**config.mk**
```make
export PLATFORM = sky130hd
export DESIGN_NAME = peripheral_bus
export DESIGN_NICKNAME = d
export VERILOG_FILES = /design/src/rtl/periph_pkg.sv /design/src/rtl/uart_tx_core.sv /design/src/rtl/peripheral_bus.sv
export SDC_FILE = /design/constraint.sdc
export NUM_CORES = 1
export LEC_CHECK = 0
export CAP_MARGIN = 30
export CORE_ASPECT_RATIO = 0.6
export CORE_MARGIN = 1.5
export CORE_UTILIZATION = 50
export CTS_CLUSTER_DIAMETER = 150
export DETAILED_ROUTE_END_ITERATION = 6
export PLACE_DENSITY = 0.78
export SYNTH_ARGS = -nofsm -noshare
export SYNTH_HDL_FRONTEND = slang
export SYNTH_SLANG_ARGS = --single-unit
```
**constraint.sdc**
```tcl
create_clock -name clk -period 5.8 [get_ports clk]
set_input_delay 1.74 -clock clk [delete_from_list [all_inputs] [get_ports clk]]
set_output_delay 1.74 -clock clk [all_outputs]
set_load 0.03 [all_outputs]
```
**src/rtl/periph_pkg.sv**
```systemverilog
// rtl/periph_pkg.sv - shared constants and types for the memory-mapped peripheral block
package periph_pkg;

  localparam logic [26:0] PERIPH_BASE = 27'h200_0000;

  localparam logic [2:0] OFF_TH   = 3'd0;
  localparam logic [2:0] OFF_TL   = 3'd1;
  localparam logic [2:0] OFF_TCON = 3'd2;
  localparam logic [2:0] OFF_LED  = 3'd3;
  localparam logic [2:0] OFF_DIGI = 3'd4;
  localparam logic [2:0] OFF_TICK = 3'd5;
  localparam logic [2:0] OFF_UTXD = 3'd6;
  localparam logic [2:0] OFF_UCON = 3'd7;

  localparam int TCON_EN = 0;
  localparam int TCON_IE = 1;
  localparam int TCON_IS = 2;

  typedef enum logic [1:0] {
    UART_IDLE,
    UART_START,
    UART_DATA,
    UART_STOP
  } uart_state_e;

endpackage

```
**src/rtl/uart_tx_core.sv**
```systemverilog
// rtl/uart_tx_core.sv - 8N1 serial transmitter: baud counter, bit index, shift register, FSM
module uart_tx_core
  import periph_pkg::*;
#(
  parameter int CLKS_PER_BIT = 868
) (
  input  logic       clk,
  input  logic       reset,
  input  logic       start,
  input  logic [7:0] data,
  output logic       busy,
  output logic       tx
);

  localparam int CW = (CLKS_PER_BIT > 1) ? $clog2(CLKS_PER_BIT) : 1;
  localparam logic [CW-1:0] BAUD_LAST = CW'(CLKS_PER_BIT - 1);

  uart_state_e   state_q;
  logic [CW-1:0] baud_q;
  logic [2:0]    bit_q;
  logic [7:0]    shift_q;
  logic          tx_q;
  logic          busy_q;
  logic          baud_done;

  assign baud_done = (baud_q == BAUD_LAST);
  assign busy      = busy_q;
  assign tx        = tx_q;

  always_ff @(posedge clk or posedge reset) begin
    if (reset) begin
      state_q <= UART_IDLE;
      baud_q  <= '0;
      bit_q   <= 3'd0;
      shift_q <= 8'd0;
      tx_q    <= 1'b1;
      busy_q  <= 1'b0;
    end else begin
      if (state_q != UART_IDLE) begin
        baud_q <= baud_done ? '0 : baud_q + 1'b1;
      end
      case (state_q)
        UART_IDLE: begin
          tx_q   <= 1'b1;
          baud_q <= '0;
          // start is ignored while busy, so a mid-frame byte never touches shift_q
          if (start) begin
            shift_q <= data;
            state_q <= UART_START;
            tx_q    <= 1'b0;
            busy_q  <= 1'b1;
          end
        end
        UART_START: begin
          if (baud_done) begin
            state_q <= UART_DATA;
            bit_q   <= 3'd0;
            tx_q    <= shift_q[0];
          end
        end
        UART_DATA: begin
          if (baud_done) begin
            if (bit_q == 3'd7) begin
              state_q <= UART_STOP;
              tx_q    <= 1'b1;
            end else begin
              bit_q   <= bit_q + 3'd1;
              shift_q <= {1'b0, shift_q[7:1]};
              tx_q    <= shift_q[1];
            end
          end
        end
        UART_STOP: begin
          if (baud_done) begin
            state_q <= UART_IDLE;
            busy_q  <= 1'b0;
          end
        end
        default: state_q <= UART_IDLE;
      endcase
    end
  end

endmodule

```
**src/rtl/peripheral_bus.sv**
```systemverilog
// rtl/peripheral_bus.sv - MEM-stage peripheral responder: decode, timer, LED/7-seg, systick, UART
module peripheral_bus
  import periph_pkg::*;
#(
  parameter int CLKS_PER_BIT = 868
) (
  input  logic        clk,
  input  logic        reset,
  input  logic        MemRead,
  input  logic        MemWrite,
  input  logic [31:0] Address,
  input  logic [31:0] Write_data,
  output logic [31:0] Read_data,
  output logic        irq,
  output logic [7:0]  leds,
  output logic [11:0] digi,
  output logic        uart_tx
);

  logic [31:0] th_q, tl_q, tl_d, systick_q;
  logic [2:0]  tcon_q, tcon_d;
  logic [7:0]  led_q, txd_q;
  logic [11:0] digi_q;
  logic        irq_q, irq_d, start_q, uart_busy;
  logic        hit, wr, ovf;
  logic [2:0]  idx;
  logic        addr_unused;

  assign hit         = (Address[31:5] == PERIPH_BASE);
  assign idx         = Address[4:2];
  assign wr          = MemWrite & hit;
  assign addr_unused = ^Address[1:0];
  assign ovf         = tcon_q[TCON_EN] && (tl_q == 32'hFFFF_FFFF);

  // CPU writes are applied last so they win over the timer's own update
  always_comb begin
    tl_d   = tl_q;
    tcon_d = tcon_q;
    if (tcon_q[TCON_EN]) tl_d = ovf ? th_q : tl_q + 32'd1;
    if (ovf && tcon_q[TCON_IE]) tcon_d[TCON_IS] = 1'b1;
    if (wr && idx == OFF_TL) tl_d = Write_data;
    if (wr && idx == OFF_TCON) tcon_d = Write_data[2:0];
    irq_d = tcon_q[TCON_IE] & tcon_q[TCON_IS];
  end

  always_ff @(posedge clk or posedge reset) begin
    if (reset) begin
      th_q      <= 32'd0;
      tl_q      <= 32'd0;
      tcon_q    <= 3'd0;
      led_q     <= 8'd0;
      digi_q    <= 12'd0;
      systick_q <= 32'd0;
      txd_q     <= 8'd0;
      start_q   <= 1'b0;
      irq_q     <= 1'b0;
    end else begin
      tl_q      <= tl_d;
      tcon_q    <= tcon_d;
      irq_q     <= irq_d;
      systick_q <= systick_q + 32'd1;
      start_q   <= wr && (idx == OFF_UTXD) && !uart_busy;
      if (wr && idx == OFF_TH)   th_q   <= Write_data;
      if (wr && idx == OFF_LED)  led_q  <= Write_data[7:0];
      if (wr && idx == OFF_DIGI) digi_q <= Write_data[11:0];
      if (wr && idx == OFF_UTXD) txd_q  <= Write_data[7:0];
    end
  end

  uart_tx_core #(.CLKS_PER_BIT(CLKS_PER_BIT)) u_uart (
    .clk  (clk),
    .reset(reset),
    .start(start_q),
    .data (txd_q),
    .busy (uart_busy),
    .tx   (uart_tx)
  );

  always_comb begin
    Read_data = 32'd0;
    if (MemRead && hit) begin
      case (idx)
        OFF_TH:   Read_data = th_q;
        OFF_TL:   Read_data = tl_q;
        OFF_TCON: Read_data = {29'd0, tcon_q};
        OFF_LED:  Read_data = {24'd0, led_q};
        OFF_DIGI: Read_data = {20'd0, digi_q};
        OFF_TICK: Read_data = systick_q;
        OFF_UTXD: Read_data = {24'd0, txd_q};
        default:  Read_data = {31'd0, uart_busy};
      endcase
    end
  end

  assign irq  = irq_q;
  assign leds = led_q;
  assign digi = digi_q;

endmodule

```
==> impl_metrics.yaml, run 1 <==
setup_path:
  cp_cell_sequence: "clkdlybuf4s50_1 > nor4_4 > nand2_1 > nor3_4 > nand3b_1 > buf_12 > nor2b_1 > buf_12"
  critPathTopFamily: "simple AND/OR/NAND/NOR gates"
  worstSetupPathType: "in2out"
  arrival_ns: 3.97
  max_stage_delay_ns: 0.44
  timing.rr.start: "tl_q[5]"
  reg2reg_to: "tl_q[31]"
  crit_cells: 8
  cp-start-kind: "primary input"
  crit_path_end: "Read_data[10]"
  crit_required_ns: 4.06
  cp_num_buf_inv: 3
  cp_slowest_cell: "clkdlybuf4s50_1"
  crit_path_start: "Address[14]"
  rrSetupSlack_ns: 2.56
  crit_top_cell: "buf_12"
  endpoint_kind: "primary output"
  critPathMaxFanout: 24
  reg2regPathDepth: 5
clock_tree:
  clock-sinks: 154
  cts_resized: 0
  cts_buffer_depth: 2
  cts_setup_buffers: 0
  cts_hold_buf: 0
  root_buffer: "clkbuf_16"
  cts_buffers: 17
  clkLatencyLatePin_ns: 0.42
  path_clk_slew_ns: 0.06
  htreeDepth: 4
  cts_tree: "built"
die:
  dieArea_sq_um: 18800
  io_pins: 122
  row_count: 37
  start_util_pct: 51.7
  core-area_sq_um: 17400
  die_y_um: 107
  dieWidth_um: 176
timing:
  drv_slew: 0
  finalHoldViolations: 0
  period_minus_slack_ns: 5.71
  setup_slack_ns: 0.0905
  rsz0062_at_grt: "no"
  skew_ns: 0.0105
  worst_pin_slew_ns: 1.10
  max_freq_ghz: 0.175
  slew_headroom_pct: 26.9
  setup_violations: 0
  fin_crit_sh_pct: 98.4
  finalSetupTns_ns: 0
synthesis:
  postSynthAreaPerCell_sq_um: 10.6
  yosysTopAreaCellShare_pct: 42.7
  synth_top_cells_by_area: "dfrtp_1, mux2_2, mux2_4, xnor2_1, nor2_1"
  yosysMostFrequentCell: "dfrtp_1"
  synth_cells: 843
  synthTopCellsByCount: "dfrtp_1, mux2_2, nor2_1"
  syn_nets: 920
  syn_area_sq_um: 8970
  yosysUniqueCellTypes: 73
  synth-seq-cells: 154
  synth-edff-count: 0
  async_flop_share_pct: 100
  yosysWarnings: 0
  ys.flop_type: "dfrtp_1"
  seq_area_frac_synth_pct: 43.0
  post-synth-top-area-cell: "dfrtp_1"
outcome:
  status: "finished clean"
detailed_routing:
  drt-pass1-iter-count: 5
  ant_nets: 0
  wl_per_cell_um: 20.9
  routed-via-count: 7516
  first_iter_violations: 788
  avgViaCountPerCell: 6.29
  routed_wl_um: 25000
  drc: 0
power:
  ir_drop_v: 0.000202
  p_leak_nw: 4.66
  power.density_nw_per_um2: 222
worst_hold_path:
  hold_path.class: "reg2reg"
  hold_depth: 1
cells_and_area:
  fin_cells: 1194
  drive_gt1_share_pct: 22.7
  final_net_count: 1024
  diodes: 0
  fin_util_pct: 62.9
  syn_to_final_growth_pct: 21.7
place:
  placed_cells: 1162
  place_hpwl_um: 17200
  portBuffers: 119
  routabilityCongestion: 0.859
  preCtsSetupSlack_ns: 0.128
global_route:
  grt_max_degree: 155
  grt_pass1_vias: 7168
  grt_antenna_before_repair: 0
  grt_usage_pct: 27.7
  grt_pass1_wl_um: 40000
  grt_overflow: 0
run:
  drv_cap: 0
[cells by family (layout without fill, tap and decap cells)]
kind of cell             after synthesis  in the layout  synth area share, %
adder cells (fa/ha/maj)                9              9                 1.26
buffers and inverters                 76            193                 4.53
multiplexers                         126            126                 17.9
AO/OA/AOI/OAI                        157            157                 11.5
XOR/XNOR                              46             46                 4.49
flip-flops                           154            154                 43.0
AND/OR/NAND/NOR                      275            275                 17.3
[cells in the final DEF, fill, tap and decap left out, types with 20 or more instances in the layout]
master / Yosys / layout
a22oi_1: 24 / 24
buf_4: 2 / 45
clkdlybuf4s50_1: 0 / 85
dfrtp_1: 153 / 153
inv_1: 22 / 21
mux2_2: 67 / 67
mux2_4: 30 / 30
mux2i_1: 20 / 20
nand2_1: 52 / 52
nand3_1: 28 / 28
nor2_1: 66 / 66
nor3_1: 31 / 31
o21ai_0: 42 / 42
xnor2_1: 35 / 35
[through the flow]
stage | total power, mW | hold WS (ns) | cell area, sq um
2_1_floorplan | 1.15 | 0.433 | 8970
3_3_place_gp | 1.22 | 0.451 | 10300
3_5_place_dp | 1.23 | 0.452 | 10300
4_1_cts | 2.42 | 0.460 | 10900
5_1_grt | 2.48 | 0.481 | 10900
6_report | 2.42 | 0.457 | 10900
[worst min path at each step]
stage | start | endpoint | slack [ns]
after floorplan | u_uart.baud_q[0] | u_uart.baud_q[0] | 0.43
final | u_uart.baud_q[0] | u_uart.baud_q[0] | 0.46
after global placement | u_uart.baud_q[0] | u_uart.baud_q[0] | 0.45
after CTS | u_uart.baud_q[0] | u_uart.baud_q[0] | 0.46
after global routing | u_uart.baud_q[0] | u_uart.baud_q[0] | 0.48
after detailed placement | u_uart.baud_q[0] | u_uart.baud_q[0] | 0.45
[flip-flops by register name, summed over array words and instances, names as in the netlist]
register	flops
irq	1
txd_q	8
u_uart.state_q	2
start_q	1
systick_q	32
u_uart.tx	1
u_uart.shift_q	8
tl_q	32
leds	8
u_uart.busy	1
u_uart.bit_q	3
u_uart.baud_q	10
digi	12
tcon_q	3
th_q	32
[cell type report]
cell class,count,area (sq um)
fillers,1355,6440
flip-flops and latches,154,3850
multi-input cells,613,4710
clock inverters,11,166
well taps,234,293
clock buffers,21,470
repair buffers,139,1340
inverters,22,86.3
[worst register-to-register path, stage by stage (launching register included)]
cell and delay, ns:
dfrtp_1 0.51, and4_1 0.45, and4_1 0.59, nand3_1 0.82, o311ai_0 0.57, o21ai_0 0.15
[layer usage]
metal,wire length [um],share of wire [%],track usage (%),vias to the layer above
met5,0,0,0,-
met4,450,1.8,8.49,0
met3,2100,8.4,4.15,40
met2,10500,42,39.0,409
met1,11900,48,43.3,3752
li1,-,-,-,3315
[report_power, final]
part | switching (mW) | leakage, nW | internal, mW
logic | 0.0702 | 2.32 | 0.0620
registers | 0.0000497 | 2.03 | 1.07
clock network | 0.461 | 0.305 | 0.755
Power figures use the tool's default switching activity.
==> run 2, diff against run 1 <==
--- a/config.mk
+++ b/config.mk
@@ -14,4 +14,5 @@
 export PLACE_DENSITY = 0.78
 export SYNTH_ARGS = -nofsm -noshare
 export SYNTH_HDL_FRONTEND = slang
+export SYNTH_HIERARCHICAL = 1
 export SYNTH_SLANG_ARGS = --single-unit
==> run 2 against run 1 <==
Net effect:
- hold slack better by 0.020 ns
- non-clock buffer count is 2 higher
- utilization is 0.94 points higher
- clock skew is 0.0029 ns higher
- combinational power is 4% higher
- clock power is 5% lower
- total power is 2.2% lower
- sequential power hardly changed
- fmax is 0.22% lower
- cell count is 4.2% higher
- critical path type unchanged
- largest power group unchanged
==> impl_metrics.yaml, run 2 <==
outcome:
  status: "finished clean"
setup_path:
  cp_slowest_cell: "or4b_4"
  cp-start-kind: "primary input"
  crit_required_ns: 4.06
  critPathTopFamily: "simple AND/OR/NAND/NOR gates"
  cp_cell_sequence: "clkdlybuf4s50_1 > nor4_2 > nand4_1 > or4b_4 > or2_4 > nor2_2 > buf_4 > buf_12"
  worstSetupPathType: "in2out"
  arrival_ns: 3.98
  max_stage_delay_ns: 0.61
  endpoint_kind: "primary output"
  cp_num_buf_inv: 3
  critPathMaxFanout: 6
cells_and_area:
  nFillCells: 1376
  final_common_cell: "dfrtp_1"
  diodes: 0
  final_net_count: 1077
  multi_input_area_sq_um: 4870
  final_cell_mix: "dfrtp_1, mux2_2, clkdlybuf4s50_1, nor2_1, nand2_1"
  syn_to_final_growth_pct: 23.1
  final_cell_area_sq_um: 11100
  area.sequential_sq_um: 3850
  largestRegisters: "systick_q (32), th_q (32), tl_q (32)"
  drive_gt1_share_pct: 21.3
place:
  place_hpwl_um: 18900
  dpl_cell_area_sq_um: 10400
  portBuffers: 119
  routabilityCongestion: 0.930
global_route:
  grt_pass1_wl_um: 43400
  grt_max_degree: 73
  grt_antenna_before_repair: 0
  grt_pass1_vias: 7526
  grt_overflow: 0
  grt_usage_pct: 30.3
synthesis:
  post-synth-top-area-cell: "dfrtp_1"
  syn_area_sq_um: 9010
  synth-seq-cells: 154
  yosysTopAreaCellShare_pct: 42.5
  synth_cells: 884
  syn_nets: 963
  yosysMostFrequentCell: "dfrtp_1"
  synthTopCellsByCount: "dfrtp_1, mux2_2, nor2_1"
  yosysUniqueCellTypes: 75
  postSynthAreaPerCell_sq_um: 10.2
  seq_area_frac_synth_pct: 42.8
  synth-edff-count: 0
  ys.flop_type: "dfrtp_1"
  synth_top_cells_by_area: "dfrtp_1, mux2_2, mux2i_1, xnor2_1, nor2_1"
  yosysWarnings: 6
  async_flop_share_pct: 100
die:
  die_y_um: 107
  io_pins: 122
  dieArea_sq_um: 18900
  dieWidth_um: 176
  row_count: 37
  start_util_pct: 51.9
  core-area_sq_um: 17400
detailed_routing:
  first_iter_violations: 1008
  routed_wl_um: 27600
  avgViaCountPerCell: 6.41
  drt-pass1-iter-count: 5
  drc: 0
  ant_nets: 0
  routed-via-count: 7972
  wl_per_cell_um: 22.2
timing:
  worst_pin_slew_ns: 1.05
  max_freq_ghz: 0.175
  rsz0062_at_grt: "no"
  finalHoldViolations: 0
  drv_slew: 0
  slew_headroom_pct: 29.8
  skew_ns: 0.0134
  fin_crit_sh_pct: 98.7
  finalSetupTns_ns: 0
  setup_violations: 0
  period_minus_slack_ns: 5.72
clock_tree:
  cts_buffer_depth: 2
  clkLatencyLatePin_ns: 0.43
  path_clk_slew_ns: 0.06
  root_buffer: "clkbuf_16"
  cts_hold_buf: 0
  cts_buffers: 17
  cts_tree: "built"
  clock-sinks: 154
  htreeDepth: 4
power:
  p_leak_nw: 4.77
  ir_drop_v: 0.000206
  power.density_nw_per_um2: 214
worst_hold_path:
  hold_path.class: "reg2reg"
run:
  drv_cap: 0
-- run 2: area by class of cell --
cell class	count	area share (%)
inverters	26	0.903
clock inverters	12	1.49
clock buffers	19	3.91
flip-flops and latches	154	34.8
well taps	234	2.64
repair buffers	141	12.3
multi-input cells	658	43.9
-- run 2: per-layer routing --
layer	GRT usage, %	wire [um]
met5	0	0
met4	9.40	481
met3	8.51	3390
met2	39.8	11000
met1	47.1	12700
-- run 2: per-stage QoR --
| step | power, mW | util (%) | worst slack [ns] | instances | hold slack, ns |
|---|---|---|---|---|---|
| 3_5_place_dp | 1.23 | 60.0 | 0.00530 | 1210 | 0.468 |
| 5_1_grt | 2.43 | 63.8 | 0.00563 | 1244 | 0.485 |
| 3_3_place_gp | 1.23 | 59.9 | 0.00614 | 1209 | 0.466 |
| 4_1_cts | 2.37 | 63.6 | 0.00153 | 1243 | 0.476 |
| 2_1_floorplan | 1.15 | - | 0.417 | 884 | 0.436 |
| 6_report | 2.37 | 63.8 | 0.0778 | 1244 | 0.477 |
-- run 2: final timing paths --
check,from,to,slack [ns],cells after the start
worst max-delay path,Address[7],Read_data[24],0.08,8
worst min-delay path,u_uart/busy,start_q,0.48,1
worst max register to register,tl_q[4],tl_q[21],2.88,5
worst min register to register,u_uart/busy,start_q,0.48,1
max in group asynchronous,reset,digi[11],2.91,3
min in group asynchronous,reset,u_uart/bit_q[0],1.67,2
-- run 2: worst reg2reg max path, stage by stage (launching register included) --
cell and delay [ns]:
dfrtp_1 0.55, and4_1 0.41, nand4_1 0.87, o31a_1 0.57, o21ai_0 0.22, a31oi_1 0.14
-- run 2: logic make-up (layout without fill, tap and decap cells) --
group	after synthesis	in the layout	synth area share, %
adder cells (fa/ha/maj)	11	11	1.53
flip-flops	154	154	42.8
buffers and inverters	74	198	3.78
multiplexers	132	132	16.4
XOR/XNOR	45	45	4.38
AO/OA/AOI/OAI	149	149	11.2
AND/OR/NAND/NOR	319	321	19.9
-- run 2: where the power goes --
part / internal (mW) / total (mW) / leakage, nW / switching, mW
Sequential: 1.07 / 1.07 / 2.06 / 0.000101
Combinational: 0.0611 / 0.137 / 2.43 / 0.0758
Clock: 0.682 / 1.16 / 0.281 / 0.476
-- run 2: timing repair --
item	4_1_cts	5_1_grt
endpoints found under the hold margin	0	0
pin swaps	3	2
cloned	2	0
resized for setup	3	6
setup buffers	0	0
endpoints found under the setup margin	1	22
==> run 3, diff against run 2 <==
--- a/config.mk
+++ b/config.mk
@@ -8,10 +8,10 @@
 export CAP_MARGIN = 30
 export CORE_ASPECT_RATIO = 0.6
 export CORE_MARGIN = 1.5
-export CORE_UTILIZATION = 50
+export CORE_UTILIZATION = 40
 export CTS_CLUSTER_DIAMETER = 150
 export DETAILED_ROUTE_END_ITERATION = 6
-export PLACE_DENSITY = 0.78
+export PLACE_DENSITY = 0.65
 export SYNTH_ARGS = -nofsm -noshare
 export SYNTH_HDL_FRONTEND = slang
 export SYNTH_HIERARCHICAL = 1
==> run 3 against run 2 <==
Net effect:
- sequential power hardly changed
- routed wire length up 2.8%
- flip-flop and latch count is the same
- fmax about the same
- final area grew 2.1%
==> impl_metrics.yaml, run 3 (same netlist as run 2, synthesis figures left out) <==
outcome:
  status: "finished clean"
die:
  dieWidth_um: 197
  core-area_sq_um: 22100
  row_count: 42
  start_util_pct: 40.8
  io_pins: 122
  die_y_um: 119
  dieArea_sq_um: 23500
detailed_routing:
  drc: 0
  avgViaCountPerCell: 5.99
  ant_nets: 0
  drt-pass1-iter-count: 7
  routed_wl_um: 28300
  wl_per_cell_um: 21.9
  routed-via-count: 7761
  first_iter_violations: 756
power:
  p_sw_share_pct: 23.0
  p_seq_share_pct: 45.2
  p_leak_nw: 4.88
  p_comb_share_pct: 5.8
  cellInternalPower_mw: 1.83
  power.density_nw_per_um2: 210
  ir_drop_v: 0.000181
  clockPowerShare_pct: 49.0
  switchingPower_mw: 0.547
setup_path:
  worstSetupPathType: "in2out"
  arrival_ns: 3.98
  crit_required_ns: 4.06
  endpoint_kind: "primary output"
  cp-start-kind: "primary input"
  critPathMaxFanout: 6
clock_tree:
  cts_buffer_depth: 2
  path_clk_slew_ns: 0.06
  cts_buffers: 17
  cts_tree: "built"
  root_buffer: "clkbuf_16"
  clock-sinks: 154
  htreeDepth: 4
  clkLatencyLatePin_ns: 0.43
place:
  dpl_cell_area_sq_um: 10600
  place_hpwl_um: 19600
  placed_cells: 1260
  routabilityCongestion: 0.854
  preCtsSetupSlack_ns: -0.183
  portBuffers: 119
global_route:
  grt_pass1_wl_um: 44200
  grt_pass1_vias: 7328
  grt_antenna_before_repair: 0
  grt_usage_pct: 24.7
  grt_max_degree: 94
  grt_overflow: 0
cells_and_area:
  final_net_count: 1076
  largestRegisters: "systick_q (32), th_q (32), tl_q (32)"
  syn_to_final_growth_pct: 25.7
  fin_util_pct: 51.3
  fin_cells: 1295
  final_common_cell: "dfrtp_1"
  final_cell_mix: "dfrtp_1, mux2_2, clkdlybuf4s50_1, nor2_1, nand2_1"
  diodes: 0
  final_cell_area_sq_um: 11300
  drive_gt1_share_pct: 22.1
timing:
  finalHoldViolations: 0
  period_minus_slack_ns: 5.72
  setup_slack_ns: 0.0779
  rsz0062_at_grt: "no"
  setup_violations: 0
  skew_ns: 0.0103
  max_freq_ghz: 0.175
  slew_headroom_pct: 34.4
  hold_ws_ns: 0.475
  worst_pin_slew_ns: 0.982
  drv_slew: 0
  fin_crit_sh_pct: 98.7
run:
  drv_cap: 0
worst_hold_path:
  hold_path.class: "reg2reg"
run 3: critical path, cell delays in order:
cell	delay, ns
clkdlybuf4s50_1	0.47
nor4b_4	0.22
nand4_1	0.21
or4b_4	0.65
or2_4	0.37
a21oi_4	0.18
buf_12	0.14
run 3: stage by stage:
stage	TNS (ns)	power, mW
global route	0	2.44
finish	0	2.38
global placement	-0.720	1.23
CTS	0	2.39
floorplan	0	1.15
detailed placement	-1.57	1.23
run 3: layer usage:
metal	up-vias	share of wire [%]	global-route usage, %
met4	0	0.58	3.86
met5	-	0	0
met3	12	9.2	6.91
met1	3888	51	40.0
li1	3512	-	-
met2	349	39	32.2
run 3: what timing repair did:
action / 4_1_cts / 5_1_grt
endpoints found under the setup margin: 25 / 29
buffers inserted: 1 / 1
resized for setup: 13 / 23
pin swaps: 3 / 7
gates cloned: 2 / 0
hold buffers: 0 / 0
run 3: layout make-up:
cell class | instances | area (sq um)
timing repair buffer | 140 | 1460
clock inverter | 11 | 144
fill | 1980 | 10800
sequential | 154 | 3850
tap | 286 | 358
clock buffer | 20 | 457
inverter | 26 | 103
multi-input combinational | 658 | 4950
run 3: power by group through the flow:
| stage | combinational [mW] | clock, mW | sequential (mW) |
|---|---|---|---|
| after floorplan | 0.0519 | 0 | 1.09 |
| after global placement | 0.132 | 0 | 1.09 |
| after detailed placement | 0.136 | 0 | 1.09 |
| after CTS | 0.138 | 1.17 | 1.07 |
| after global routing | 0.150 | 1.22 | 1.07 |
| final | 0.138 | 1.17 | 1.07 |
run 3: worst paths after layout:
check	to	slack, ns	startpoint	cells past startpoint
max in group asynchronous	systick_q[30]	3.04	reset	3
min in group asynchronous	u_uart/baud_q[7]	1.76	reset	2
setup / recovery	Read_data[11]	0.08	Address[15]	7
hold reg to reg	start_q	0.48	u_uart/busy	1
setup reg to reg	tl_q[11]	3.03	tcon_q[0]	6
hold / removal	start_q	0.48	u_uart/busy	1
